### config.mk
export PLATFORM = sky130hd
export DESIGN_NAME = fc_layer_sequencer
export DESIGN_NICKNAME = d
export VERILOG_FILES = /design/src/rtl/fc_seq_pkg.sv /design/src/rtl/fc_seq_desc_ram.sv /design/src/rtl/fc_layer_sequencer.sv
export SDC_FILE = /design/constraint.sdc
export NUM_CORES = 2
export LEC_CHECK = 0
export ABC_CLOCK_PERIOD_IN_PS = 15300
export CORE_MARGIN = 1
export CORE_UTILIZATION = 51
export DETAILED_ROUTE_END_ITERATION = 7
export GPL_ROUTABILITY_DRIVEN = 1
export PLACE_DENSITY_LB_ADDON = 0.15
export SLEW_MARGIN = 20
export SYNTH_ARGS = -nofsm -noshare
export SYNTH_HDL_FRONTEND = slang
export SYNTH_SLANG_ARGS = --single-unit
### constraint.sdc
create_clock -name clk -period 15.3 [get_ports clk]
set_input_delay 4.59 -clock clk [delete_from_list [all_inputs] [get_ports clk]]
set_output_delay 4.59 -clock clk [all_outputs]
set_load 0.02 [all_outputs]
### src/rtl/fc_seq_pkg.sv
// fc_seq_pkg: shared types and constants for the FC layer sequencer.
//   - seq_state_t : sequencer FSM states
//   - desc_t      : per-layer descriptor (channel counts, bias flag,
//                   activation, input/weight/output base addresses)
//   - CH_W, ADDR_W, ACT_W, DESC_W : field and descriptor widths
package fc_seq_pkg;

   localparam int CH_W   = 12;
   localparam int ADDR_W = 27;
   localparam int ACT_W  = 5;

   typedef enum logic [3:0] {
      IDLE,
      LOAD,
      ISSUE_LIF,
      WAIT_LIF,
      ISSUE_LW,
      WAIT_LW,
      ISSUE_SOF,
      WAIT_SOF,
      NEXT,
      FINISH
   } seq_state_t;

   typedef struct packed {
      logic [CH_W-1:0]   cin;
      logic [CH_W-1:0]   cout;
      logic              has_bias;
      logic [ACT_W-1:0]  act;
      logic [ADDR_W-1:0] in_addr;
      logic [ADDR_W-1:0] w_addr;
      logic [ADDR_W-1:0] out_addr;
   } desc_t;

   localparam int DESC_W = $bits(desc_t);

   // Builds a descriptor from its fields, in struct field order.
   function automatic desc_t make_desc(
      input logic [CH_W-1:0]   cin,
      input logic [CH_W-1:0]   cout,
      input logic              has_bias,
      input logic [ACT_W-1:0]  act,
      input logic [ADDR_W-1:0] in_addr,
      input logic [ADDR_W-1:0] w_addr,
      input logic [ADDR_W-1:0] out_addr
   );
      desc_t d;
      d.cin      = cin;
      d.cout     = cout;
      d.has_bias = has_bias;
      d.act      = act;
      d.in_addr  = in_addr;
      d.w_addr   = w_addr;
      d.out_addr = out_addr;
      return d;
   endfunction

endpackage

### src/rtl/fc_seq_desc_ram.sv
// fc_seq_desc_ram: single-port descriptor table, synchronous read and
// write, no reset (contents survive a sequencer reset).
// Ports:
//   clk   in   clock
//   we    in   write enable (writes wdata to addr)
//   addr  in   shared read/write address
//   wdata in   descriptor to write
//   rdata out  registered read data; on a write it returns the data
//              being written (write-first)
module fc_seq_desc_ram
   import fc_seq_pkg::*;
#(
   parameter int DEPTH = 16,
   parameter int AW    = 4
) (
   input  logic              clk,
   input  logic              we,
   input  logic [AW-1:0]     addr,
   input  logic [DESC_W-1:0] wdata,
   output logic [DESC_W-1:0] rdata
);

   logic [DESC_W-1:0] mem [DEPTH];

   always_ff @(posedge clk) begin
      if (we) begin
         mem[addr] <= wdata;
         rdata     <= wdata;
      end else begin
         rdata <= mem[addr];
      end
   end

endmodule

### src/rtl/fc_layer_sequencer.sv
// fc_layer_sequencer: walks the FC data loader through a multi-layer
// fully-connected network. For each layer it issues input-feature load
// (LIF), weight/bias load (LW) and output store (SOF), waiting for the
// loader's done between steps.
// Optional feature: define FC_SEQ_WDOG_EN to add a watchdog on every WAIT
// state (parameter WDOG_CYCLES); when it expires the run aborts with err.
// Ports:
//   clk, rst                 clock, synchronous active-high reset
//   cfg_we, cfg_idx, cfg_*   descriptor table write port (ignored while busy)
//   num_layers, start        run request; num_layers sampled with start
//   busy, done, err          run status (done/err are one-cycle pulses)
//   cur_layer                layer currently executing
//   cin, cout, has_bias,
//   act_type, base_addr      loader configuration
//   lif_start, lw_start,
//   sof_start                loader step starts (one-cycle pulses)
//   ldr_done                 loader step complete
// Handshake: each *_start is a one-cycle request; the loader answers with a
// one-cycle ldr_done, accepted only in the matching WAIT state.
module fc_layer_sequencer
   import fc_seq_pkg::*;
#(
   parameter int MAX_LAYERS = 16
`ifdef FC_SEQ_WDOG_EN
   ,
   parameter int WDOG_CYCLES = 1 << 20
`endif
) (
   input  logic              clk,
   input  logic              rst,
   input  logic              cfg_we,
   input  logic [3:0]        cfg_idx,
   input  logic [11:0]       cfg_cin,
   input  logic [11:0]       cfg_cout,
   input  logic              cfg_has_bias,
   input  logic [4:0]        cfg_act,
   input  logic [26:0]       cfg_in_addr,
   input  logic [26:0]       cfg_w_addr,
   input  logic [26:0]       cfg_out_addr,
   input  logic [4:0]        num_layers,
   input  logic              start,
   output logic              busy,
   output logic              done,
   output logic              err,
   output logic [3:0]        cur_layer,
   output logic [11:0]       cin,
   output logic [11:0]       cout,
   output logic              has_bias,
   output logic [4:0]        act_type,
   output logic [26:0]       base_addr,
   output logic              lif_start,
   output logic              lw_start,
   output logic              sof_start,
   input  logic              ldr_done
);

   localparam logic [4:0] MAX_L = 5'(MAX_LAYERS);

   seq_state_t        state;
   logic [4:0]        layer_cnt;
   logic              desc_ok;
   logic [ADDR_W-1:0] w_addr_q;
   logic [ADDR_W-1:0] out_addr_q;

   logic              ram_we;
   logic [3:0]        ram_addr;
   logic [DESC_W-1:0] ram_wdata;
   logic [DESC_W-1:0] ram_rdata;
   desc_t             rd;
   logic              last_layer;

   // The table may only change while no run is in progress.
   assign ram_we    = cfg_we && !busy;
   assign ram_wdata = make_desc(cfg_cin, cfg_cout, cfg_has_bias, cfg_act,
                                cfg_in_addr, cfg_w_addr, cfg_out_addr);
   assign rd        = desc_t'(ram_rdata);
   assign last_layer = (({1'b0, cur_layer} + 5'd1) == layer_cnt);

   // The read is launched one cycle ahead of LOAD so LOAD sees valid data:
   // from IDLE for layer 0, from NEXT for the following layer.
   always_comb begin
      ram_addr = cur_layer;
      if (ram_we) begin
         ram_addr = cfg_idx;
      end else if (state == IDLE) begin
         ram_addr = 4'd0;
      end else if (state == NEXT) begin
         ram_addr = cur_layer + 4'd1;
      end
   end

   fc_seq_desc_ram #(
      .DEPTH (MAX_LAYERS),
      .AW    (4)
   ) u_desc_ram (
      .clk   (clk),
      .we    (ram_we),
      .addr  (ram_addr),
      .wdata (ram_wdata),
      .rdata (ram_rdata)
   );

`ifdef FC_SEQ_WDOG_EN
   localparam logic [19:0] WDOG_LAST = 20'(WDOG_CYCLES - 1);
   logic [19:0] wdog_cnt;
   logic        in_wait;
   logic        wdog_fire;
   assign in_wait   = (state == WAIT_LIF) || (state == WAIT_LW) || (state == WAIT_SOF);
   assign wdog_fire = in_wait && !ldr_done && (wdog_cnt == WDOG_LAST);
`endif

   always_ff @(posedge clk) begin
      if (rst) begin
         state      <= IDLE;
         layer_cnt  <= '0;
         desc_ok    <= 1'b0;
         w_addr_q   <= '0;
         out_addr_q <= '0;
         busy       <= 1'b0;
         done       <= 1'b0;
         err        <= 1'b0;
         cur_layer  <= '0;
         cin        <= '0;
         cout       <= '0;
         has_bias   <= 1'b0;
         act_type   <= '0;
         base_addr  <= '0;
         lif_start  <= 1'b0;
         lw_start   <= 1'b0;
         sof_start  <= 1'b0;
`ifdef FC_SEQ_WDOG_EN
         wdog_cnt   <= '0;
`endif
      end else begin
         done      <= 1'b0;
         err       <= 1'b0;
         lif_start <= 1'b0;
         lw_start  <= 1'b0;
         sof_start <= 1'b0;

         case (state)
            IDLE: begin
               if (start) begin
                  if (num_layers == 5'd0) begin
                     // Empty run: report completion without touching the loader.
                     done  <= 1'b1;
                     state <= FINISH;
                  end else if (num_layers > MAX_L) begin
                     err <= 1'b1;
                  end else begin
                     layer_cnt <= num_layers;
                     cur_layer <= '0;
                     busy      <= 1'b1;
                     // A same-cycle write to another entry steals the read
                     // port, so layer 0 must be reread in LOAD.
                     desc_ok   <= !(ram_we && (cfg_idx != 4'd0));
                     state     <= LOAD;
                  end
               end
            end

            LOAD: begin
               if (desc_ok) begin
                  cin        <= rd.cin;
                  cout       <= rd.cout;
                  has_bias   <= rd.has_bias;
                  act_type   <= rd.act;
                  base_addr  <= rd.in_addr;
                  w_addr_q   <= rd.w_addr;
                  out_addr_q <= rd.out_addr;
                  lif_start  <= 1'b1;
                  state      <= ISSUE_LIF;
               end else begin
                  desc_ok <= 1'b1;
               end
            end

            ISSUE_LIF: state <= WAIT_LIF;

            WAIT_LIF: begin
               if (ldr_done) begin
                  base_addr <= w_addr_q;
                  lw_start  <= 1'b1;
                  state     <= ISSUE_LW;
               end
            end

            ISSUE_LW: state <= WAIT_LW;

            WAIT_LW: begin
               if (ldr_done) begin
                  base_addr <= out_addr_q;
                  sof_start <= 1'b1;
                  state     <= ISSUE_SOF;
               end
            end

            ISSUE_SOF: state <= WAIT_SOF;

            WAIT_SOF: begin
               if (ldr_done) begin
                  state <= NEXT;
               end
            end

            NEXT: begin
               if (last_layer) begin
                  done  <= 1'b1;
                  state <= FINISH;
               end else begin
                  cur_layer <= cur_layer + 4'd1;
                  desc_ok   <= 1'b1;
                  state     <= LOAD;
               end
            end

            FINISH: begin
               busy  <= 1'b0;
               state <= IDLE;
            end

            default: state <= IDLE;
         endcase

`ifdef FC_SEQ_WDOG_EN
         // The counter is zero on the first cycle of every WAIT state since
         // each WAIT is entered from a non-WAIT ISSUE state.
         if (in_wait) begin
            wdog_cnt <= wdog_cnt + 20'd1;
         end else begin
            wdog_cnt <= '0;
         end
         if (wdog_fire) begin
            err   <= 1'b1;
            busy  <= 1'b0;
            state <= IDLE;
         end
`endif
      end
   end

endmodule

Word-level counts from Yosys, hierarchy flattened
Memories as Yosys holds them, arrays and structs flattened. A register that Yosys moved wholly into a read port is not among the register bits.
Cells that the tools add are included.
- add/sub/neg operators: 2
- $lt $le $gt $ge: 1
- equal/unequal tests: 19
- muxes and demuxes: 39
- bitwise logic cells: 7
- reductions and logical operators: 22
- operators by type and width (operator ; count):
    2-to-1 mux 27 bit ; 3
    one-hot mux 27 bit (3 select lines) ; 1
    2-to-1 mux 4 bit ; 15
    one-hot mux 4 bit (9 select lines) ; 1
    == test 4 x 3 -> 1 bit, second input constant ; 4
    inequality test 2 bit, second input constant ; 8
    2-to-1 mux 1 bit ; 15
    AND reduction 4 bit ; 3
    AND reduction 5 bit ; 2
    == test 4 x 2 -> 1 bit, second input constant ; 2
    == test 4 bit, second input constant ; 2
    one-hot mux 4 bit (2 select lines) ; 1
    NOT 1 bit ; 7
    AND reduction 6 bit ; 1
    nonzero test 3 bit ; 2
    OR reduction 2 bit ; 3
    adder 4 x 1 -> 5 bit, second input constant ; 1
    == test 5 bit ; 1
    greater-than comparator 5 bit, second input constant ; 1
    zero test 5 bit ; 1
    adder 4 x 1 -> 4 bit, second input constant ; 1
    == test 4 x 1 -> 1 bit, second input constant ; 1
    zero test 4 bit ; 1
    one-hot mux 1 bit (2 select lines) ; 2
    other kinds (8) ; 11
- register bits after elaboration: 131
- RAM bits: 1776
- memories: 1
- memories (memory ; words ; bits a word ; rd ports ; clocked after memory_dff ; write ports ; line ; RTL):
    u_desc_ram.mem ; 16 ; 111 ; 1 ; 1 ; 1 ; fc_seq_desc_ram.sv:23 ; logic [DESC_W-1:0] mem [DEPTH];

Logic depth before layout (Yosys ltp)
- depth in word-level cells: 8
- gate-level depth with buffers: 9
- depth with buffers taken out: 8

Hierarchy
A second synthesis with hierarchy kept.
- cell total of the unflattened synthesis: 3395
- area, all modules: 71676.2 um2
- modules (own cells, without submodules) (module ; instances ; cells an instance ; area each (um2) ; seq. area each (um2)):
    fc_seq_desc_ram ; 1 ; 2731 ; 66371.2 ; 53411.2
    fc_layer_sequencer ; 1 ; 664 ; 5305.1 ; 2622.5

Worst setup path before layout
OpenSTA, ideal clock, no wires.
- path type: input to register
- from: input port cfg_we
- to: memory u_desc_ram.mem[0][0] (netlist bit) (enable)
- data arrival time: 12.578 ns
- setup slack: 2.005 ns
- stages on the path: 3
- path buffers: 0
- cell sequence: nand2b_1 -> or3_1 -> nor3_1
- word-level cells in the longest chain between the ends: 3
- elaborated cells between the ends (all ways): 4
- those cells by class: 3 x mux; 1 x reduce/logical
- RTL lines (item ; line ; RTL):
    start, declared ; fc_layer_sequencer.sv:31 ; input logic cfg_we,
    logical AND 1 bit (*) ; fc_layer_sequencer.sv:73 ; assign ram_we = cfg_we && !busy;
    2-to-1 mux 1 bit ; fc_seq_desc_ram.sv:26 ; if (we) begin
    2-to-1 mux 1 bit (not written as such) ; fc_seq_desc_ram.sv:27 ; mem[addr] <= wdata;
    end, declared ; fc_seq_desc_ram.sv:23 ;
Mark *: on every way between the ends. The rest lies on a longest branch, timed or not.

Worst setup path after layout
- from: input port cfg_we
- to: memory u_desc_ram.mem[2][28] (netlist bit) (enable)
Same word-level chain as after synthesis.

==> metrics.txt <==
status finished clean; Critical Path End Type register; Max Slew Vio Count 0; via count 34530; reg2reg setup slack 10520 ps; Slew @ Worst Pin 1147 ps; worst relative slew slack 0.2352; area fraction of the dominant cell type after synthesis 0.7357; CTS tree built; post-DP HPWL 89.39 mm; synth-to-layout area growth 13.94%; drt drc 0; first-pass GRT wire length 239.1 mm; highest routed layer met5; EDFF count, synth 1776; clock-pin slew on the worst setup and hold paths 60 ps; setup TNS 0 ps; Fmax 0.1293 GHz; Post-CTS Setup Inserts 0; Tmin final 7732 ps; Worst Skew 28.58 ps; global-route usage over all layers 0.2311; initial core utilization 0.5170; CP dominant cell by count buf_4; delay of the slowest critical-path stage 790 ps; DR WL met2 80.19 mm; Hold WC Path Type register to register; drt first-iter violations 2971; GP Congestion 0.7911; initial antenna violation count 12; vias per cell 6.052; RR Endpoint w_addr_q[1]; Hold Buf Count CTS 0; Comb power frac 0.070; share of layout cells above drive strength 1 0.1992; synth top area cells edfxtp_1 74%, mux4_2 10%, mux2i_1 4.7%, dfxtp_1 3.7%, a2bb2oi_1 1.0%; final WL 163.6 mm; largest net degree at the start of global routing 112; IO Port Bufs 191; power per cell area 134.3 nW/um^2; critical path class input pin to register; Hold EP out_addr_q[25]; Cell Rows 137; flops & latches, synth 1911; CTS resizes 0; DR WL/cell 28.68 um; Post-synth top cells 1776 x edfxtp_1, 337 x mux2i_1, 336 x mux4_2, 135 x dfxtp_1, 104 x buf_2; syn_area_per_cell 21.24 um^2; asr flop ratio synth 0; grt total ovfl 0; fin crit share 0.5054; H-tree Lvls 4; Num CTS Buffers 189; clock latency on the worst-skew pair 820 ps; Layout Cells excl Fill 5706; Die H 379.0 um; Sw Ratio 0.2155; Worst IR Drop VDD 0.09091 mV; CTS Buffer Depth 3; crit path launch type input pin; CP Data Required Time 15730 ps; Met3 Routed Length 10.80 mm; worst hold slack 479.2 ps; maxcap violations 0; syn_nets 3542; Die Area 143600 um^2; worst-path fanout max 47; Hold Fails Final Rpt 0; Arrival @ worst endpoint 8160 ps; DRT met1 WL 68.69 mm; CP top delay family buffers and inverters; WP depth 6; WP buf/inv 3; slowest CP cell buf_4; worst r2r path cells 7; Seq pwr share 0.525; Int Pwr 8.702 mW; post-route ant nets 0; hold depth 2; fin nets 3793; DRT Pass-1 Iters 5; unrepaired setup endpoints after global routing false; Clock power frac 0.405; post-placement cell count 5346; CTS sink cnt 1911; vias in the first global route 35820; Die X 379.0 um; area leader, netlist edfxtp_1; leak pwr 25.78 nW; hold_sp out_addr_q[25]; # IOs 192; Syn. warnings 0; Mapped Area 72490 um^2; Post-Syn Instances 3413; total core area 140200 um^2; Sw Pwr 2.390 mW; Distinct cells, synth 61; critical path cell sequence clkdlybuf4s50_1, nand2b_1, or3_1, nor2_4, buf_4, buf_4; Setup-failing EPs final 0; CTS root buf clkbuf_16; sequential-to-total area share from yosys stat 0.7730; Top FF cell, synth edfxtp_1; most instantiated library cell after synthesis edfxtp_1
-- kinds of logic (layout without fill, tap and decap cells) --
group | count (synthesis) | after routing | share of synthesized area
adders and majority gates | 4 | 4 | 0.0006905
and+or+nand+nor | 136 | 136 | 0.009649
muxes | 727 | 727 | 0.1593
AOI/OAI and AO/OA | 421 | 421 | 0.04206
buffers and inverters | 207 | 619 | 0.01443
DFF | 1911 | 1911 | 0.7730
other | 0 | 5 | 0
xor gates and xnor gates | 7 | 7 | 0.0008458
-- power by group through the flow --
stage                     clock, mW  sequential [mW]  combinational, mW
after global placement            0             5.93              0.767
after CTS                      4.59             5.82              0.785
after detailed placement          0             5.93              0.783
after global routing           4.78             5.83              0.827
after floorplan                   0             5.93              0.498
final                          4.49             5.82              0.775
-- metrics by stage --
stage                       util  total power, mW  instance area [um^2]  worst slack [ps]
final                     0.5890            11.09                 82590              7568
after global routing      0.5890            11.43                 82590              7462
after CTS                 0.5886            11.20                 82540              7590
after detailed placement  0.5457            6.717                 76510              6717
after global placement    0.5455            6.696                 76480              6665
after floorplan                -            6.425                 72490              2005
-- worst register-to-register path, delay by kind of cell (launching register included) --
family / cells / cell delay, ps
buf+inv: 3 / 2550
mux: 2 / 970
flops: 1 / 820
compound gates: 2 / 270
-- per-layer routing --
layer,up-vias,GRT usage
met2,1111,0.3749
met4,12,0.06786
li1,14830,-
met5,-,0
met1,18330,0.3172
met3,243,0.04816
-- flip-flops by register name (all words and copies together) (netlist names), 4 cells and up, named ones only --
signal and count:
cin 12, u_desc_ram.mem 1776, act_type 5, w_addr_q 27
out_addr_q 27, state 4, cout 12, layer_cnt 5
cur_layer 4, base_addr 27
-- layout by cell type, fill, tap and decap left out, types with 37 or more instances in the layout --
master and count:
a2bb2oi_1 84, mux2i_1 337, buf_4 63, nor2_1 46, edfxtp_1 1776, dfxtp_1 132
mux2_2 54, clkinv_1 37, clkdlybuf4s50_1 190, a22oi_1 82, mux4_2 336, clkbuf_16 191
clkbuf_1 55, o21ai_1 86
-- how the worst max path moves through the flow --
stage	from	endpoint	slack [ps]
2_1_floorplan	cfg_we	u_desc_ram.mem[0][0]	2010
3_3_place_gp	cfg_we	u_desc_ram.mem[2][40]	6670
3_5_place_dp	cfg_we	u_desc_ram.mem[2][95]	6720
4_1_cts	cfg_we	u_desc_ram.mem[2][91]	7590
5_1_grt	cfg_we	u_desc_ram.mem[2][40]	7460
6_report	cfg_we	u_desc_ram.mem[2][28]	7570
-- layout make-up --
| cell class | instances | area [um^2] |
|---|---|---|
| sequential | 1911 | 56050 |
| antenna | 5 | 12.51 |
| fill | 10110 | 57620 |
| clock inverter | 102 | 982.2 |
| multi-input combinational | 1295 | 15580 |
| clock buffer | 250 | 5041 |
| tap | 1876 | 2347 |
| inverter | 4 | 15.01 |
| timing repair buffer | 263 | 2566 |
Note: power is estimated with default switching activity, not from simulation.
